**src/rtl/pwm_ramp_ctrl.sv**
```systemverilog
// PWM duty controller: shadowed configuration, period-aligned commit and
// linear duty ramping toward a target clamped to the effective period.
module pwm_ramp_ctrl #(
  parameter int CNT_WIDTH             = 32,
  parameter int DEFAULT_PERIOD_CYCLES = 5000,
  parameter int RAMP_DIV              = 1
) (
  input  logic                 clk,
  input  logic                 rst_n,
  input  logic                 enable_req,
  input  logic                 cfg_valid,
  output logic                 cfg_ready,
  input  logic [CNT_WIDTH-1:0] cfg_period,
  input  logic [CNT_WIDTH-1:0] cfg_duty,
  input  logic [CNT_WIDTH-1:0] cfg_step,
  input  logic                 period_start,
  input  logic                 period_end,
  output logic                 tb_enable,
  output logic [CNT_WIDTH-1:0] tb_period_cycles,
  output logic [CNT_WIDTH-1:0] duty_cycles,
  output logic [1:0]           state_o,
  output logic                 update_pulse,
  output logic                 ramp_done
);

  typedef enum logic [1:0] {
    ST_OFF     = 2'd0,
    ST_RUN     = 2'd1,
    ST_PENDING = 2'd2,
    ST_RAMP    = 2'd3
  } state_t;

  localparam logic [CNT_WIDTH-1:0] CNT_ZERO   = {CNT_WIDTH{1'b0}};
  localparam logic [CNT_WIDTH-1:0] CNT_ONE    = {{(CNT_WIDTH-1){1'b0}}, 1'b1};
  localparam logic [CNT_WIDTH-1:0] CNT_TWO    = {{(CNT_WIDTH-2){1'b0}}, 2'b10};
  localparam logic [CNT_WIDTH-1:0] DEF_PERIOD = CNT_WIDTH'(DEFAULT_PERIOD_CYCLES);
  localparam logic [7:0]           DIV_LAST   = 8'(RAMP_DIV - 1);

  function automatic logic [CNT_WIDTH-1:0] eff_period(input logic [CNT_WIDTH-1:0] p);
    logic [CNT_WIDTH-1:0] r;
    if (p == CNT_ZERO) begin
      r = DEF_PERIOD;
    end else if (p == CNT_ONE) begin
      r = CNT_TWO;
    end else begin
      r = p;
    end
    return r;
  endfunction

  function automatic logic [CNT_WIDTH-1:0] clamp_target(input logic [CNT_WIDTH-1:0] d,
                                                        input logic [CNT_WIDTH-1:0] p);
    logic [CNT_WIDTH-1:0] e;
    e = eff_period(p);
    return (d > e) ? e : d;
  endfunction

  // Adds or subtracts only when the gap exceeds the step, so no wrap or overshoot.
  function automatic logic [CNT_WIDTH-1:0] step_toward(input logic [CNT_WIDTH-1:0] duty,
                                                       input logic [CNT_WIDTH-1:0] tgt,
                                                       input logic [CNT_WIDTH-1:0] stp);
    logic [CNT_WIDTH-1:0] r;
    if (duty < tgt) begin
      r = ((tgt - duty) <= stp) ? tgt : duty + stp;
    end else begin
      r = ((duty - tgt) <= stp) ? tgt : duty - stp;
    end
    return r;
  endfunction

  state_t               state_r, state_nxt_s;
  logic [CNT_WIDTH-1:0] target_r, step_r;
  logic [CNT_WIDTH-1:0] sh_period_r, sh_duty_r, sh_step_r;
  logic [7:0]           div_r, div_nxt_s;
  logic                 en_nxt_s, upd_nxt_s, done_nxt_s, ready_nxt_s;
  logic [CNT_WIDTH-1:0] per_nxt_s, duty_nxt_s, tgt_nxt_s, step_nxt_s;
  logic [CNT_WIDTH-1:0] sh_per_nxt_s, sh_duty_nxt_s, sh_step_nxt_s;
  logic                 hs_s;
  logic [CNT_WIDTH-1:0] act_per_s, act_tgt_s, act_step_s;
  logic [CNT_WIDTH-1:0] pend_tgt_s, ramp_duty_s;
  logic                 unused_period_start_s;

  // period_start is timebase bookkeeping only and feeds no control decision.
  assign unused_period_start_s = period_start;

  assign hs_s        = cfg_valid & cfg_ready;
  assign act_per_s   = hs_s ? cfg_period : tb_period_cycles;
  assign act_tgt_s   = hs_s ? clamp_target(cfg_duty, cfg_period) : target_r;
  assign act_step_s  = hs_s ? cfg_step : step_r;
  assign pend_tgt_s  = clamp_target(sh_duty_r, sh_period_r);
  assign ramp_duty_s = step_toward(duty_cycles, target_r, step_r);
  assign ready_nxt_s = (state_nxt_s == ST_OFF) || (state_nxt_s == ST_RUN);
  assign state_o     = state_r;

  // Next-state and next-output decode; a dropped enable overrides everything else.
  always_comb begin
    state_nxt_s   = state_r;
    en_nxt_s      = tb_enable;
    per_nxt_s     = tb_period_cycles;
    duty_nxt_s    = duty_cycles;
    tgt_nxt_s     = target_r;
    step_nxt_s    = step_r;
    div_nxt_s     = div_r;
    upd_nxt_s     = 1'b0;
    done_nxt_s    = 1'b0;
    sh_per_nxt_s  = hs_s ? cfg_period : sh_period_r;
    sh_duty_nxt_s = hs_s ? cfg_duty : sh_duty_r;
    sh_step_nxt_s = hs_s ? cfg_step : sh_step_r;
    if ((state_r != ST_OFF) && !enable_req) begin
      state_nxt_s = ST_OFF;
      en_nxt_s    = 1'b0;
      duty_nxt_s  = CNT_ZERO;
      div_nxt_s   = 8'd0;
    end else begin
      case (state_r)
        ST_OFF: begin
          per_nxt_s  = act_per_s;
          tgt_nxt_s  = act_tgt_s;
          step_nxt_s = act_step_s;
          upd_nxt_s  = hs_s;
          if (enable_req) begin
            en_nxt_s = 1'b1;
            if (act_step_s != CNT_ZERO) begin
              state_nxt_s = ST_RAMP;
              duty_nxt_s  = CNT_ZERO;
              div_nxt_s   = 8'd0;
            end else begin
              state_nxt_s = ST_RUN;
              duty_nxt_s  = act_tgt_s;
            end
          end else begin
            en_nxt_s   = 1'b0;
            duty_nxt_s = CNT_ZERO;
          end
        end
        ST_RUN: begin
          if (hs_s) begin
            state_nxt_s = ST_PENDING;
          end else begin
            state_nxt_s = ST_RUN;
          end
        end
        ST_PENDING: begin
          if (period_end) begin
            per_nxt_s  = sh_period_r;
            tgt_nxt_s  = pend_tgt_s;
            step_nxt_s = sh_step_r;
            upd_nxt_s  = 1'b1;
            if ((sh_step_r == CNT_ZERO) || (duty_cycles == pend_tgt_s)) begin
              state_nxt_s = ST_RUN;
              duty_nxt_s  = pend_tgt_s;
            end else begin
              state_nxt_s = ST_RAMP;
              div_nxt_s   = 8'd0;
            end
          end else begin
            state_nxt_s = ST_PENDING;
          end
        end
        ST_RAMP: begin
          if (period_end) begin
            if (div_r == DIV_LAST) begin
              div_nxt_s  = 8'd0;
              duty_nxt_s = ramp_duty_s;
              if (ramp_duty_s == target_r) begin
                state_nxt_s = ST_RUN;
                done_nxt_s  = 1'b1;
              end else begin
                state_nxt_s = ST_RAMP;
              end
            end else begin
              div_nxt_s = div_r + 8'd1;
            end
          end else begin
            state_nxt_s = ST_RAMP;
          end
        end
        default: begin
          state_nxt_s = ST_OFF;
          en_nxt_s    = 1'b0;
          duty_nxt_s  = CNT_ZERO;
          div_nxt_s   = 8'd0;
        end
      endcase
    end
  end

  // State, active/shadow configuration and registered outputs.
  always_ff @(posedge clk or negedge rst_n) begin
    if (!rst_n) begin
      state_r          <= ST_OFF;
      cfg_ready        <= 1'b1;
      tb_enable        <= 1'b0;
      tb_period_cycles <= CNT_ZERO;
      duty_cycles      <= CNT_ZERO;
      target_r         <= CNT_ZERO;
      step_r           <= CNT_ZERO;
      div_r            <= 8'd0;
      update_pulse     <= 1'b0;
      ramp_done        <= 1'b0;
      sh_period_r      <= CNT_ZERO;
      sh_duty_r        <= CNT_ZERO;
      sh_step_r        <= CNT_ZERO;
    end else begin
      state_r          <= state_nxt_s;
      cfg_ready        <= ready_nxt_s;
      tb_enable        <= en_nxt_s;
      tb_period_cycles <= per_nxt_s;
      duty_cycles      <= duty_nxt_s;
      target_r         <= tgt_nxt_s;
      step_r           <= step_nxt_s;
      div_r            <= div_nxt_s;
      update_pulse     <= upd_nxt_s;
      ramp_done        <= done_nxt_s;
      sh_period_r      <= sh_per_nxt_s;
      sh_duty_r        <= sh_duty_nxt_s;
      sh_step_r        <= sh_step_nxt_s;
    end
  end

endmodule

```
**config.mk**
```make
export PLATFORM = sky130hd
export DESIGN_NAME = pwm_ramp_ctrl
export DESIGN_NICKNAME = d
export VERILOG_FILES = /design/src/rtl/pwm_ramp_ctrl.sv
export SDC_FILE = /design/constraint.sdc
export NUM_CORES = 1
export LEC_CHECK = 0
export ABC_CLOCK_PERIOD_IN_PS = 10600
export CAP_MARGIN = 0
export CORE_MARGIN = 2
export CORE_UTILIZATION = 26
export DETAILED_ROUTE_END_ITERATION = 12
export GPL_ROUTABILITY_DRIVEN = 0
export PLACE_DENSITY = 0.4
export SYNTH_ARGS = -nofsm -noshare
export SYNTH_HDL_FRONTEND = slang
export SYNTH_SLANG_ARGS = --single-unit
```
**constraint.sdc**
```tcl
create_clock -name clk -period 10.6 [get_ports clk]
set_input_delay 2.65 -clock clk [delete_from_list [all_inputs] [get_ports clk]]
set_output_delay 2.65 -clock clk [all_outputs]
set_load 0.02 [all_outputs]
```
# --- Word-level counts from Yosys, hierarchy flattened ---
# Cells that the tools add are included.
word_totals:
  ff_bits: 238
  input_bits: 102
  out_inout_bits: 70
  elab_cells: 116
classes:
  add_sub_neg: 5
  magnitude_cmp: 5
  eq_ne: 17
  mux: 55
  bitwise_logic: 2
  reduce_logical: 19
ops:
  columns: ["op", "n"]
  rows:
  - ["2-to-1 mux 32 bit", 22]
  - ["one-hot mux 32 bit (2 select lines)", 3]
  - ["zero test 32 bit", 3]
  - ["one-hot mux 32 bit (3 select lines)", 1]
  - ["subtractor 32 bit", 3]
  - ["equality test 32 x 1 -> 1 bit, second input constant", 2]
  - ["equality test 32 bit", 2]
  - ["greater-than comparator 32 bit", 2]
  - ["less-or-equal comparator 32 bit", 2]
  - ["2-to-1 mux 8 bit", 7]
  - ["adder 32 bit", 1]
  - ["< comparator 32 bit", 1]
  - ["nonzero test 32 bit", 1]
  - ["one-hot mux 8 bit (3 select lines)", 1]
  - ["inequality test 3 bit, second input constant", 7]
  - ["2-to-1 mux 2 bit", 9]
  - ["2-to-1 mux 1 bit", 10]
  - ["adder 8 x 1 -> 8 bit, second input constant", 1]
  - ["zero test 8 bit", 1]
  - ["one-hot mux 2 bit (4 select lines)", 1]
  - ["AND reduction 6 bit", 1]
  - ["nonzero test 2 bit", 3]
  - ["AND reduction 5 bit", 1]
  - ["equality test 2 x 1 -> 1 bit, second input constant", 2]
  - ["12 further kinds", 16]

# --- Logic depth before layout (Yosys ltp) ---
# Gate-level depths: netlist (run 1).
depth:
  word_depth: 13
  mapped_depth: 33
  depth_no_buf: 30

# --- Least setup slack after synthesis (run 1) ---
# No wires, ideal clock.
synth_timing:
  path_type: "register -> register"
  from: "register duty_cycles[1]"
  to: "register state_r[1] (netlist: state_o[1])"
  setup_time_ns: 0.126
  arrival_ns: 6.352
  required_ns: 10.474
  setup_slack_ns: 4.122
  path_stages_with_launch: 30
  path_buffers: 1
  synth_period_minus_slack_ns: 6.478
  cell_sequence: "dfrtp_1 inv_1 ha_1 nor2b_1 o21ai_0 a21boi_0 o21ai_0 nand2_1 a31o_2 a41o_1 o41ai_2 o21ai_0 o31a_1 a41o_1 o41ai_1 xnor2_1 ha_1 nand4_1 nor4_1 nand2_1 a2bb2oi_1 o21bai_1 buf_2 o22ai_1 a21oi_1 nor4b_1 nand2_1 nor4bb_1 o2111ai_1 o311a_1"
synth_between:
  elab_chain_len: 10
  word_cells_on_any_way: 20
  cone_classes: "add/sub (4); order compare (3); eq/ne (2); mux (10); reduce/logical (1)"
synth_lines:
  columns: ["element", "line_no", "text"]
  rows:
  - ["from (decl)", "20", "output logic [CNT_WIDTH-1:0] duty_cycles,"]
  - ["from (signal assigned)", "209", "duty_cycles <= duty_nxt_s;"]
  - ["subtractor 32 bit, on equally long branches", "66, 64", null]
  - ["less-or-equal comparator 32 bit, on equally long branches", "66, 64", null]
  - ["2-to-1 mux 32 bit, on equally long branches", "66, 64", null]
  - ["2-to-1 mux 32 bit", "63", "if (duty < tgt) begin"]
  - ["equality test 32 bit", "165", "if (ramp_duty_s == target_r) begin"]
  - ["2-to-1 mux 2 bit", "165", null]
  - ["2-to-1 mux 2 bit", "162", "if (div_r == DIV_LAST) begin"]
  - ["2-to-1 mux 2 bit", "161", "if (period_end) begin"]
  - ["one-hot mux 2 bit (4 select lines) *", "115", "case (state_r)"]
  - ["2-to-1 mux 2 bit *", "109", "if ((state_r != ST_OFF) && !enable_req) begin"]
  - ["net state_nxt_s[1]", "71", "state_t state_r, state_nxt_s;"]
  - ["to (signal assigned)", "205", "state_r <= state_nxt_s;"]
  - ["to (decl)", "71", null]
# The timed path passes the listed nets; every way through them passes the cells marked *.
# A chain may end at the register's enable or synchronous reset.

# --- Worst setup path after layout (run 1) ---
layout_timing:
  from: "register duty_cycles[0]"
  to: "register state_r[1] (netlist: state_o[1])"
# The elaborated chain is that of the path after synthesis.

==> results of run 1 <==
-- synth_stat cells (all sizes together), types with 7 or more instances --
master     n
nand2    498
nor2     288
a21oi    265
ha       254
dfrtp    237
inv      218
o21ai    202
clkbuf   122
xnor2    111
nand4     62
nor4      61
a21o      56
o22ai     55
xor2      55
buf       51
nand3     48
mux2i     44
a31oi     43
nor3      42
a211oi    38
o211ai    30
o31ai     28
nor2b     27
nand2b    26
a221oi    25
o21bai    21
and3      17
o221ai    16
a2111oi   14
o21a      14
o41ai     14
a221o     10
and2      10
a31o       8
o2111ai    8
a2bb2oi    7
mux2       7
nor3b      7
o311ai     7
o31a       7
-- kinds of logic (layout without fill, tap and decap cells) --
kind of cell | count (synthesis) | in the layout
simple gates | 1117 | 1117
compound gates | 925 | 925
xor+xnor | 166 | 166
fa+ha+maj | 258 | 258
flops | 238 | 238
buf+inv | 392 | 489
mux | 51 | 51
-- state kept, by name, summed over array words and instances (netlist names) --
signal	flops
duty_cycles	32
sh_duty_r	32
sh_period_r	32
sh_step_r	32
step_r	32
target_r	32
tb_period_cycles	32
div_r	8
state_o	2
cfg_ready	1
ramp_done	1
tb_enable	1
update_pulse	1
-- per-layer routing --
layer	vias to the layer above	routed length, um
li1	11400	-
met1	11900	50600
met2	838	48300
met3	136	5170
met4	0	5230
met5	-	0
-- how the worst max path moves through the flow --
stage               slack (ns)         end      startpoint
floorplan                 4.12  state_o[1]  duty_cycles[1]
global placement          2.02  state_o[1]  duty_cycles[0]
detailed placement        2.13  state_o[1]  duty_cycles[0]
CTS                       2.06  state_o[1]  duty_cycles[0]
global route              1.50  state_o[1]  duty_cycles[0]
finish                    2.04  state_o[1]  duty_cycles[0]
-- cell type report --
type	instances	area [um^2]
fillers	9657	62500
multi-input cells	2517	16400
flip-flops and latches	238	5960
repair buffers	214	2050
well taps	1176	1470
clock buffers	41	862
inverters	219	822
clock inverters	15	219
-- worst max-delay path, delay by kind of cell (launching register included) --
family | cells | cell delay (ns)
AO/OA/AOI/OAI | 16 | 4.68
AND/OR/NAND/NOR | 8 | 1.89
buffers and inverters | 2 | 0.59
adder cells (fa/ha/maj) | 2 | 0.57
flip-flops | 1 | 0.49
XOR/XNOR | 1 | 0.17
-- metrics by stage --
stage	utilization (%)	hold slack [ns]	setup WS [ns]
floorplan	-	0.450	4.12
detailed placement	29.5	0.480	2.13
global placement	29.5	0.484	2.02
global route	30.7	0.515	1.50
finish	30.7	0.493	2.04
CTS	30.7	0.494	2.06
==> flow_summary.json, run 1 <==
{
  "outcome": "complete, no violations",
  "synth-main-ff-cell": "dfrtp_1",
  "timing.fmax_mhz": 117,
  "min_period_ns": 8.56,
  "clk_pin_slew_ns": 0.06,
  "met1_usage_pct": 31.6,
  "start_kind": "flip-flop",
  "synth_area_leaders": "dfrtp_1 (25%), ha_1 (13%), nand2_1 (7.9%), a21oi_1 (5.5%), nor2_1 (4.5%)",
  "whs_path_depth": 2,
  "drv_cap": 0,
  "syn_area_um2": 23800,
  "synthXorXnorAreaFrac_pct": 6.12,
  "grt_use_met3_pct": 1.94,
  "yosysWarnings": 0,
  "synth_top_cell_by_area": "dfrtp_1",
  "die_w_um": 306,
  "pin_count": 172,
  "ant_nets": 0,
  "cp_max_fo": 14,
  "postCtsSetupBuffers": 0,
  "finalSetupViolations": 0,
  "ys_ff_latch": 238,
  "syn_avg_cell_area_um2": 7.55,
  "layout_commonest_cell": "nand2_1",
  "grt_pass1_wl_mm": 161,
  "final_area_um2": 27700,
  "ys_seq_area_share_pct": 25.1,
  "numPortBuffers": 170,
  "cpPeakStageDelay_ns": 0.54,
  "routed_via_density": 5.49,
  "cp_slowest_cell": "nor4bb_1",
  "cts_root_buffer": "clkbuf_16",
  "cts_buffers": 30,
  "routedWlPerCell_um": 24.7,
  "gr-max-usage-layer": "met2",
  "synth_nets": 3507,
  "slew_headroom_pct": 19.6,
  "dpl.hpwl_mm": 87.0,
  "grt_overflow": 0,
  "finalNetCount": 3580,
  "critPathKind": "reg -> reg",
  "hold_buffers": 0,
  "hold_end": "tb_enable",
  "use_met2_pct": 35.9,
  "rsz0062_at_grt": "no",
  "cts_resized": 0,
  "finalCritPeriodShare_pct": 80.8,
  "synth_top_cell_area_share_pct": 24.9,
  "drive_above_1_share_pct": 4.62,
  "clk_latency_ns": 0.60,
  "firstDrtPassIters": 7,
  "crit_required_ns": 11.06,
  "hold_class": "reg -> reg",
  "dieArea_um2": 93900,
  "arrival_ns": 9.02,
  "cts_max_level": 1,
  "synth.area.mux_share_pct": 2.20,
  "die_h_um": 306,
  "synth_cell_types": 96,
  "track_usage_pct": 22.7,
  "timing.rr.end": "state_o[1]",
  "synth_edf_count": 0,
  "start_util_pct": 26.3,
  "routed_wl_mm": 109,
  "final_cell_mix": "nand2_1 (496), nor2_1 (287), a21oi_1 (260)",
  "synthAdderAreaFrac_pct": 13.7,
  "cts_tree": "yes",
  "grt_pass1_vias": 23900,
  "dp.cells": 4364,
  "route.vias.total": 24300,
  "antenna_found_initial": 0,
  "max_slew.worst_pin.slew_ns": 1.20,
  "grt_max_degree": 123,
  "synth_top_family_by_area": "compound AO/OA/AOI/OAI gates",
  "tns_ns": 0,
  "crit_path_end_kind": "flip-flop",
  "placed_area_um2": 26700,
  "core.rowCount": 110,
  "syn_to_final_growth_pct": 16.7,
  "r2r_setup_slack_ns": 2.04,
  "drc": 0,
  "instances_no_fill": 4420,
  "min_from": "tb_enable",
  "synthSimpleGateAreaFrac_pct": 21.1,
  "synth_compound_area_share_pct": 25.5,
  "async_flop_share_pct": 100,
  "r2r_cells": 29,
  "synthCells": 3147,
  "slew_viol_final": 0,
  "first_iter_violations": 1980,
  "antennaDiodeCount": 0,
  "clockBufferDepth": 3,
  "clock-sinks": 238,
  "finalHoldViolCount": 0,
  "core_um2": 90300,
  "fin_skew_ns": 0.0369,
  "r2r-start": "duty_cycles[0]"
}
Power of run 1 is not shown: default switching activity piles up to over one toggle a cycle in this logic, so the estimate is an artifact.
==> inputs of run 2 (changes only) <==
- ABC_CLOCK_PERIOD_IN_PS: 10600 -> 7450
- PLACE_DENSITY: 0.4 -> 0.41
- clock period: 10.6 -> 7.45 ns (I/O delays scaled with it)
==> run 2 against run 1 <==
Count of clock-buffer cells in the layout is 3 higher. Critical endpoint is now ramp_done. Register-to-register slack got worse by 1.7 ns. Largest cell class unchanged. Design area grew 3.9%. Worst hold slack got worse by 0.0012 ns. Routed wire length is 1.6% higher. Sequential cell count is the same. Clock skew fell by 0.0074 ns. Fmax grew 20%. Via count grew 0.65%. Non-clock buffer count increased by 131.
==> flow_summary.json, run 2 (synthesis results as in run 1) <==
{
  "outcome": "complete, no violations",
  "routed_wl_mm": 111,
  "critPathBufInv": 4,
  "final_area_um2": 28800,
  "critPathKind": "reg -> reg",
  "cts_tree": "yes",
  "track_usage_pct": 23.0,
  "hold_buffers": 0,
  "drive_above_1_share_pct": 8.59,
  "route.vias.total": 24400,
  "numPortBuffers": 170,
  "core_um2": 90300,
  "crit_top_cell": "buf_4",
  "layout_commonest_cell": "nand2_1",
  "die_w_um": 306,
  "multi_input_area_um2": 16400,
  "grt_pass1_wl_mm": 162,
  "crit_path_end_kind": "flip-flop",
  "finalSetupViolations": 0,
  "dpl.hpwl_mm": 89.7,
  "start_util_pct": 26.3,
  "grt_max_degree": 111,
  "cts_max_level": 1,
  "ant_nets": 0,
  "finalCoreUtilization_pct": 31.9,
  "antenna_found_initial": 1,
  "detailedPlace.worstSlack_ns": 0.0803,
  "fin_skew_ns": 0.0294,
  "start_kind": "flip-flop",
  "final_cell_mix": "nand2_1 (496), nor2_1 (287), a21oi_1 (260)",
  "finalHoldViolCount": 0,
  "crit_family": "compound AO/OA/AOI/OAI gates",
  "cts_root_buffer": "clkbuf_16",
  "timing.fmax_mhz": 141,
  "die_h_um": 306,
  "slew_headroom_pct": 17.8,
  "drv_cap": 0,
  "hold_ws_ns": 0.492,
  "routedWlPerCell_um": 24.4,
  "max_slew.worst_pin.slew_ns": 1.23,
  "finalNetCount": 3712,
  "rsz0062_at_grt": "no",
  "drc": 0,
  "first_iter_violations": 2003,
  "routed_via_density": 5.36,
  "clk_pin_slew_ns": 0.07,
  "clock-sinks": 238,
  "core.rowCount": 110,
  "crit_required_ns": 7.93,
  "dieArea_um2": 93900,
  "cts_buffers": 31,
  "cp_max_fo": 11,
  "pin_count": 172,
  "cpPeakStageDelay_ns": 0.45,
  "syn_to_final_growth_pct": 21.3,
  "firstDrtPassIters": 6,
  "fillers": 9824,
  "grt_pass1_vias": 23500,
  "clockBufferDepth": 3,
  "slew_viol_final": 0,
  "min_period_ns": 7.11,
  "setup_ws_ns": 0.339,
  "cp_slowest_cell": "dfrtp_2",
  "clk_latency_ns": 0.60,
  "finalCritPeriodShare_pct": 95.4,
  "grt_overflow": 0,
  "placed_area_um2": 27700,
  "postCtsSetupBuffers": 0,
  "hold_class": "reg -> reg",
  "arrival_ns": 7.59,
  "seqCellArea_um2": 5960
}
==> run 2: cell types whose count changed in the layout (fill, tap and decap cells not counted), sizes merged <==
| cell | before | now |
|---|---|---|
| buf | 45 | 176 |
| bufinv | 5 | 2 |
| clkbuf | 41 | 44 |
| clkinv | 9 | 10 |
| clkinvlp | 0 | 1 |
| diode | 0 | 1 |
==> run 2: cell type report <==
cell class	count	area share, %
well taps	1176	5.10
inverters	219	2.85
clock inverters	14	0.464
diodes	1	0.00868
flip-flops and latches	238	20.7
repair buffers	345	10.8
multi-input cells	2517	56.9
clock buffers	44	3.17
==> run 2: through the flow <==
stage,setup TNS (ns),instances
2_1_floorplan,0,3147
3_3_place_gp,-0.00989,4495
3_5_place_dp,0,4495
4_1_cts,0,4553
5_1_grt,0,4553
6_report,0,4554
==> run 2: path summary, 6_finish.rpt <==
path                              from                   end  slack [ns]  depth (start not counted)
min                           div_r[7]              div_r[7]        0.49                          1
min reg2reg                   div_r[7]              div_r[7]        0.49                          1
max in group asynchronous        rst_n  tb_period_cycles[15]        4.86                          2
max reg2reg                target_r[1]             ramp_done        0.34                         32
max                        target_r[1]             ramp_done        0.34                         32
min in group asynchronous        rst_n          update_pulse        1.20                          1
==> run 2: worst register-to-register path: cells and delay by family (launching register included) <==
kind / cells / cell delay, ns
compound gates: 17 / 3.63
xor+xnor: 1 / 0.15
fa+ha+maj: 2 / 0.60
buf+inv: 4 / 0.78
flops: 1 / 0.45
mux: 1 / 0.32
simple gates: 7 / 1.01
==> run 2: layer usage <==
layer	up-vias	share of wire (%)	track usage, %	wire length, um
met4	0	4.1	8.30	4570
li1	11700	-	-	-
met2	778	43	35.7	48000
met1	11900	48	33.5	53000
met5	-	0	0	0
met3	119	5.0	1.60	5530
==> run 2: repair_timing <==
item | in CTS | in global routing
pin swaps | 0 | 3
setup endpoints to repair | 1 | 9
resized for setup | 1 | 12
Power of run 2 is left out for the same reason.
==> inputs of run 3 (changes only) <==
- CAP_MARGIN: 0 -> unset
- REMOVE_ABC_BUFFERS: unset -> 1
==> run 3 against run 2 <==
Non-clock buffer count is 11 higher. Die area is the same. First-iteration DRC count fell by 11%. Global-route usage about the same. Sequential share of layout area shrank 0.099 points. Register-to-register slack is essentially flat. Design area up 0.46%. Worst setup slack got worse by 0.0064 ns. Via count is 0.34% lower. Count of clock-buffer cells in the layout up 3. Sequential cell count stayed put. Critical path type unchanged.
==> flow_summary.json, run 3 (synthesis results as in run 1) <==
{
  "critPathKind": "reg -> reg",
  "syn_to_final_growth_pct": 21.8,
  "clk_latency_ns": 0.57,
  "ant_nets": 0,
  "cp_max_fo": 6,
  "crit_path_end_kind": "flip-flop",
  "firstDrtPassIters": 5,
  "cts_max_level": 2,
  "slew_viol_final": 0,
  "cts_root_buffer": "clkbuf_16",
  "cts_buffers": 34,
  "outcome": "complete, no violations",
  "start_util_pct": 26.3,
  "drc": 0,
  "fin_skew_ns": 0.0355,
  "arrival_ns": 7.57,
  "dieArea_um2": 93900,
  "min_period_ns": 7.12,
  "dpl.hpwl_mm": 88.3,
  "core_um2": 90300,
  "finalHoldViolCount": 0,
  "max_slew.worst_pin.slew_ns": 1.23,
  "die_w_um": 306,
  "grt_pass1_wl_mm": 162,
  "cts_tree": "yes",
  "timing.fmax_mhz": 141,
  "clockBufferDepth": 3,
  "fillers": 9819,
  "route.vias.total": 24300,
  "track_usage_pct": 23.1,
  "core.rowCount": 110,
  "crit_required_ns": 7.90,
  "finalNetCount": 3726,
  "pin_count": 172,
  "routed_wl_mm": 110,
  "routedWlPerCell_um": 24.1,
  "first_iter_violations": 1788,
  "drv_cap": 0,
  "tns_ns": 0,
  "start_kind": "flip-flop",
  "antenna_found_initial": 2,
  "die_h_um": 306,
  "finalCritPeriodShare_pct": 95.5,
  "layout_commonest_cell": "nand2_1",
  "slew_headroom_pct": 17.6,
  "grt_pass1_vias": 23600,
  "cpPeakStageDelay_ns": 0.41,
  "hold_class": "reg -> reg",
  "hold_buffers": 0,
  "clock-sinks": 238,
  "grt_max_degree": 100,
  "cp_slowest_cell": "dfrtp_1",
  "hold_ws_ns": 0.494,
  "grt_overflow": 0,
  "final_cell_mix": "nand2_1 (496), nor2_1 (286), a21oi_1 (259)",
  "finalSetupViolations": 0,
  "drive_above_1_share_pct": 8.97,
  "numPortBuffers": 170,
  "crit_top_cell": "buf_4",
  "clk_pin_slew_ns": 0.06,
  "routed_via_density": 5.33
}
[run 3: critical path, delay by kind of cell, from the launching register on]
family	cells	cell delay [ns]
xor+xnor	1	0.16
simple gates	7	1.10
buf+inv	5	0.93
flops	1	0.41
compound gates	17	3.46
fa+ha+maj	2	0.60
mux	1	0.33
[run 3: layer usage]
| metal | vias to the layer above | GRT usage [%] | part of all wire, % |
|---|---|---|---|
| li1 | 11700 | - | - |
| met1 | 11800 | 32.7 | 47 |
| met2 | 721 | 36.2 | 44 |
| met3 | 135 | 2.24 | 4.5 |
| met4 | 0 | 8.31 | 4.2 |
| met5 | - | 0 | 0 |
[run 3: cell type report]
| type | instances | area, um^2 | share of cell area (%) |
|---|---|---|---|
| Antenna cell | 1 | 2.50 | 0.00864 |
| Clock buffer | 47 | 971 | 3.35 |
| Clock inverter | 11 | 111 | 0.385 |
| Inverter | 219 | 822 | 2.84 |
| Multi-Input combinational cell | 2517 | 16400 | 56.7 |
| Sequential cell | 238 | 5960 | 20.6 |
| Tap cell | 1176 | 1470 | 5.08 |
| Timing Repair Buffer | 356 | 3190 | 11.0 |
[run 3: worst paths after layout]
| check | start | endpoint | slack (ns) | cells after the start |
|---|---|---|---|---|
| worst max-delay path | target_r[1] | ramp_done | 0.33 | 33 |
| worst min-delay path | div_r[7] | div_r[7] | 0.49 | 1 |
| worst max register to register | target_r[1] | ramp_done | 0.33 | 33 |
| worst min register to register | div_r[7] | div_r[7] | 0.49 | 1 |
| max in group asynchronous | rst_n | target_r[19] | 4.71 | 2 |
| min in group asynchronous | rst_n | tb_period_cycles[7] | 1.28 | 1 |
[run 3: metrics by stage]
step	utilization [%]	std cells	setup WS (ns)	instance area (um^2)
after detailed placement	30.8	4505	-0.0899	27800
final	32.1	4565	0.333	29000
after CTS	32.0	4563	0.0947	28900
after global placement	30.8	4505	-0.0979	27800
after floorplan	-	2974	-0.481	23100
after global routing	32.1	4564	-0.00545	29000
[run 3: what timing repair did]
item / 4_1_cts / 5_1_grt
endpoints found under the hold margin: 0 / 0
resized for setup: 2 / 22
buffers inserted: 0 / 1
setup endpoints to repair: 3 / 6
pin swaps: 0 / 18
Power of run 3 is left out for the same reason.
